$ cat src/rtl/butterfly_pkg.sv
// butterfly_pkg: shared types for the ButterFly core memory-port arbiter.
// Holds the arbiter FSM states, owner encoding and starvation counter width.
package butterfly_pkg;

    typedef enum logic [1:0] {
        ARB_IDLE,
        ARB_REQ,
        ARB_WAIT
    } arb_state_e;

    typedef enum logic {
        OWN_IF,
        OWN_LSU
    } arb_owner_e;

    localparam int BF_STARVE_CNT_W = 3;

endpackage

$ cat src/rtl/mem_port_arbiter.sv
// mem_port_arbiter: shares one memory port between IF and LSU, one access in flight.
// Optional IF starvation guard enabled by defining BF_ARB_STARVE_GUARD_EN.
module mem_port_arbiter
    import butterfly_pkg::*;
#(
    parameter int ADDR_W     = 32,
    parameter int DATA_W     = 32,
    parameter int STARVE_MAX = 4
) (
    input  logic                clk_i,
    input  logic                rst_ni,
    input  logic                if_req_i,
    input  logic [ADDR_W-1:0]   if_addr_i,
    output logic                if_gnt_o,
    output logic                if_rvalid_o,
    output logic [DATA_W-1:0]   if_rdata_o,
    input  logic                lsu_req_i,
    input  logic                lsu_we_i,
    input  logic [DATA_W/8-1:0] lsu_be_i,
    input  logic [ADDR_W-1:0]   lsu_addr_i,
    input  logic [DATA_W-1:0]   lsu_wdata_i,
    output logic                lsu_gnt_o,
    output logic                lsu_rvalid_o,
    output logic [DATA_W-1:0]   lsu_rdata_o,
    output logic                mem_req_o,
    output logic                mem_we_o,
    output logic [DATA_W/8-1:0] mem_be_o,
    output logic [ADDR_W-1:0]   mem_addr_o,
    output logic [DATA_W-1:0]   mem_wdata_o,
    input  logic                mem_gnt_i,
    input  logic                mem_rvalid_i,
    input  logic [DATA_W-1:0]   mem_rdata_i,
    output logic                mem_busy_o
);

    localparam int BE_W = DATA_W / 8;

    // The guard counter must be able to reach STARVE_MAX.
    if (STARVE_MAX < 1 || STARVE_MAX >= (1 << BF_STARVE_CNT_W)) begin : g_bad_starve
        $error("STARVE_MAX out of range for BF_STARVE_CNT_W");
    end

    arb_state_e state;
    arb_owner_e owner;

    logic              any_req;
    logic              pick_lsu;
    logic              arb_fire;
    logic              in_req;
    logic              in_wait;
    logic              cmd_we;
    logic [BE_W-1:0]   cmd_be;
    logic [ADDR_W-1:0] cmd_addr;
    logic [DATA_W-1:0] cmd_wdata;

    assign any_req = if_req_i | lsu_req_i;
    assign in_req  = (state == ARB_REQ);
    assign in_wait = (state == ARB_WAIT);

    // Arbitration happens from IDLE, or back-to-back as a response retires.
    assign arb_fire = any_req
                    & ((state == ARB_IDLE) | (in_wait & mem_rvalid_i));

`ifdef BF_ARB_STARVE_GUARD_EN
    logic [BF_STARVE_CNT_W-1:0] starve_cnt;
    logic                       force_if;

    assign force_if = if_req_i
                    & (starve_cnt == BF_STARVE_CNT_W'(STARVE_MAX));
    assign pick_lsu = lsu_req_i & ~force_if;

    // Count LSU wins that left IF waiting; any IF win clears the count.
    always_ff @(posedge clk_i) begin
        if (!rst_ni) begin
            starve_cnt <= '0;
        end else if (arb_fire) begin
            if (!pick_lsu) begin
                starve_cnt <= '0;
            end else if (if_req_i) begin
                starve_cnt <= starve_cnt + 1'b1;
            end
        end
    end
`else
    assign pick_lsu = lsu_req_i;
`endif

    // Command of the arbitration winner; IF fetches are full-word reads.
    always_comb begin
        cmd_we    = 1'b0;
        cmd_be    = '1;
        cmd_addr  = if_addr_i;
        cmd_wdata = '0;
        if (pick_lsu) begin
            cmd_we    = lsu_we_i;
            cmd_be    = lsu_be_i;
            cmd_addr  = lsu_addr_i;
            cmd_wdata = lsu_wdata_i;
        end
    end

    // Arbiter FSM with registered memory-side command.
    always_ff @(posedge clk_i) begin
        if (!rst_ni) begin
            state       <= ARB_IDLE;
            owner       <= OWN_IF;
            mem_req_o   <= 1'b0;
            mem_we_o    <= 1'b0;
            mem_be_o    <= '0;
            mem_addr_o  <= '0;
            mem_wdata_o <= '0;
        end else begin
            unique case (state)
                ARB_IDLE: begin
                    if (arb_fire) begin
                        state <= ARB_REQ;
                    end
                end
                ARB_REQ: begin
                    if (mem_gnt_i) begin
                        mem_req_o <= 1'b0;
                        state     <= ARB_WAIT;
                    end
                end
                ARB_WAIT: begin
                    if (mem_rvalid_i) begin
                        state <= arb_fire ? ARB_REQ : ARB_IDLE;
                    end
                end
                default: begin
                    mem_req_o <= 1'b0;
                    state     <= ARB_IDLE;
                end
            endcase
            if (arb_fire) begin
                owner       <= pick_lsu ? OWN_LSU : OWN_IF;
                mem_req_o   <= 1'b1;
                mem_we_o    <= cmd_we;
                mem_be_o    <= cmd_be;
                mem_addr_o  <= cmd_addr;
                mem_wdata_o <= cmd_wdata;
            end
        end
    end

    assign if_gnt_o     = in_req  & (owner == OWN_IF)  & mem_gnt_i;
    assign lsu_gnt_o    = in_req  & (owner == OWN_LSU) & mem_gnt_i;
    assign if_rvalid_o  = in_wait & (owner == OWN_IF)  & mem_rvalid_i;
    assign lsu_rvalid_o = in_wait & (owner == OWN_LSU) & mem_rvalid_i;

    assign if_rdata_o  = mem_rdata_i;
    assign lsu_rdata_o = mem_rdata_i;

    // Stall the pipeline while an LSU access is unaccepted or unanswered.
    assign mem_busy_o = (lsu_req_i & ~lsu_gnt_o)
                      | ((owner == OWN_LSU) & in_wait & ~mem_rvalid_i);

endmodule
$ cat config.mk
export PLATFORM = sky130hd
export DESIGN_NAME = mem_port_arbiter
export DESIGN_NICKNAME = d
export VERILOG_FILES = /design/src/rtl/butterfly_pkg.sv /design/src/rtl/mem_port_arbiter.sv
export SDC_FILE = /design/constraint.sdc
export NUM_CORES = 1
export LEC_CHECK = 0
export BUFFER_PORTS_ARGS = -buffer_cell sky130_fd_sc_hd__buf_2
export CAP_MARGIN = 20
export CORE_AREA = 2 2 109 111
export CTS_CLUSTER_SIZE = 30
export DETAILED_ROUTE_END_ITERATION = 16
export DIE_AREA = 0 0 111 113
export PLACE_DENSITY = 0.66
export SETUP_SLACK_MARGIN = 0.05
export SLEW_MARGIN = 20
export SYNTH_ARGS = -nofsm -noshare
export SYNTH_HDL_FRONTEND = slang
export SYNTH_SLANG_ARGS = --single-unit
$ cat constraint.sdc
create_clock -name clk_i -period 2.3 [get_ports clk_i]
set_input_delay 0 -clock clk_i [delete_from_list [all_inputs] [get_ports clk_i]]
set_output_delay 0 -clock clk_i [all_outputs]
set_load 0.01 [all_outputs]
==> impl_metrics.toml <==
[cells_and_area]
layout.nets = 613
drive_above_1_share_pct = 49.5
fin_cells = 622
final_common_cell = "buf_2"
area_growth_pct = 34.1
antennaDiodeCount = 0
layout_common_cells = "buf_2, dfxtp_1, dlygate4sd3_1"

[worst_hold_path]
min_path_type = "in -> out"

[timing]
setup_tns_ns = 0
finalMaxSlewViolations = 0
fin_crit_ns = 1.87
slew_headroom_pct = 54.7
whs_ns = 0.00000398
finalClockSkew_ns = 0.00345
setup_viol = 0
worstMarginPinSlew_ns = 0.680
rsz0062_at_grt = "no"
hold_viol_final = 0
max_clock_freq_ghz = 0.533
finalWorstSetupSlack_ns = 0.425
fin_crit_sh_pct = 81.5

[synth]
ys_seq_elements = 73
netlist_area_sq_um = 3550
ys_seq_area_share_pct = 41.2
ys_types = 32
synth_top_area_share_pct = 41.2
synth_nets = 471
yosys.area.top_type = "dfxtp_1"
synth_area_leaders = "dfxtp_1, buf_4, a211oi_2"
syn_inst = 332
yosys_warnings = 0
synth_area_per_cell_sq_um = 10.7

[floorplanning]
ioPinCount = 278
die_w_microns = 111
start_util_pct = 31.5
die_h_microns = 113
dieArea_sq_um = 12500
rows = 39
core_area_sq_um = 11300

[pwr]
pwr-share-seq_pct = 37.8
intPower_mw = 2.83
cellLeakagePower_nw = 2.25
combinationalPowerShare_pct = 20.0
switching_share_pct = 27.3
clkPwrFrac_pct = 42.2
p_sw_mw = 1.07
vdd_drop_max_mv = 0.380
powerDensity_nw_per_um2 = 820

[global_routing]
gr-usage-all-layers_pct = 15.9
grt_max_degree = 37
grt_pass1_wl_microns = 15800
overflow = 0
grt_pass1_vias = 3107
antenna_found_initial = 0

[route]
remaining_drc_errors = 0
wire_per_inst_microns = 16.4
drtIter0Drc = 168
dr.pass1.iters = 4
drt.antenna.violating_nets = 0
wl_microns = 10200
vias = 3056
vias_per_cell = 4.91

[placed_design]
place_congestion = 0.783
dp.cells = 568
io_buffer_count = 181
dp_hpwl_microns = 6910
dp_slack_ns = 0.409

[setup_path]
slowest_delay_ns = 0.64
crit_type = "reg -> reg"
cp.required_ns = 2.57
arrival_ns = 2.15
endpoint_kind = "register"
critical_path.slowest_cell = "and3_4"
path_cells = "nand2b_1, buf_4, and3_4, o221a_1"
start_kind = "register"
cp_max_fo = 36

[clock_tree]
h-tree-depth = 3
clkLatencyLatePin_ns = 0.33
cts_resized = 0
cts.sinks = 73
cts_made_buffers = 9
cts_max_path_buffers = 2
cts-root-buf = "clkbuf_16"
clk_pin_slew_ns = 0.06
cts_tree = "yes"

[run]
cap_violations = 0

[run_status]
status = "finished clean"
[power by group through the flow]
| stage | sequential [mW] | clock (mW) | combinational [mW] |
|---|---|---|---|
| finish | 1.47 | 1.65 | 0.780 |
| global route | 1.49 | 1.72 | 0.846 |
| CTS | 1.47 | 1.68 | 0.788 |
| detailed placement | 1.50 | 0 | 0.734 |
| global placement | 1.49 | 0 | 0.719 |
| floorplan | 1.55 | 0 | 0.517 |
[sequential cells by signal, indices dropped and copies added, names as in the netlist]
signal       count
mem_addr_o      32
mem_be_o         4
mem_req_o        1
mem_wdata_o     32
mem_we_o         1
owner            1
state            2
[per-stage QoR]
step / utilization [%] / power, mW / cell area (sq um)
finish: 42.2 / 3.90 / 4750
global route: 42.2 / 4.05 / 4750
CTS: 42.2 / 3.93 / 4750
detailed placement: 35.8 / 2.23 / 4030
global placement: 35.7 / 2.21 / 4030
floorplan: - / 2.06 / 3550
[path summary, 6_finish.rpt]
kind | slack (ns) | from | depth (start not counted) | endpoint
max reg2reg | 0.43 | state[1] | 4 | mem_be_o[3]
min | 0.000004 | mem_rdata_i[30] | 0 | if_rdata_o[30]
min reg2reg | 0.46 | mem_req_o | 2 | mem_req_o
max | 0.43 | state[1] | 4 | mem_be_o[3]
[worst max-delay path, delay by kind of cell, from the launching register on]
kind                   cells  cell delay [ns]
buffers and inverters      1             0.37
DFF                        1             0.38
AOI/OAI and AO/OA          1             0.28
and+or+nand+nor            2             0.76
[per-layer routing]
layer | global-route usage, % | vias to the layer above | part of all wire [%]
li1 | - | 1453 | -
met1 | 18.4 | 1426 | 41
met2 | 27.9 | 156 | 50
met3 | 3.64 | 21 | 7.3
met4 | 7.33 | 0 | 2.3
met5 | 0 | - | 0
[cell usage after synthesis]
cell / n
dfxtp_1: 73
buf_4: 64
a22o_1: 33
a31oi_1: 32
mux2i_1: 32
a211oi_2: 30
clkbuf_1: 14
buf_2: 10
buf_6: 6
nand3_1: 4
nor2_1: 4
o221a_1: 4
a21oi_1: 3
nand2_1: 3
a211oi_1: 2
and2_1: 2
a21o_1: 1
a31oi_4: 1
and3_1: 1
and3_4: 1
and4_1: 1
buf_1: 1
clkinv_1: 1
inv_2: 1
nand2b_1: 1
nor2b_1: 1
nor3_1: 1
o21a_1: 1
o21ai_0: 1
o21ai_1: 1
o31ai_1: 1
or2_1: 1
[timing repair]
| item | 4_1_cts | 5_1_grt |
|---|---|---|
| setup buffers | 0 | 0 |
| hold buffers | 38 | 0 |
| hold endpoints to repair | 39 | 0 |
[cells by family (layout without fill, tap and decap cells)]
logic type,count (synthesis),in the layout,synth area share (%)
compound gates,110,110,28.0
buf+inv,97,244,18.7
flops,73,73,41.2
mux,32,32,9.03
simple gates,20,20,3.07
[layout make-up]
| cell class | instances | area, sq um |
|---|---|---|
| timing repair buffer | 226 | 1340 |
| clock inverter | 6 | 115 |
| fill | 1072 | 6520 |
| sequential | 73 | 1460 |
| inverter | 2 | 7.51 |
| tap | 143 | 179 |
| multi-input combinational | 162 | 1420 |
| clock buffer | 10 | 229 |
Power figures use the tool's default switching activity.
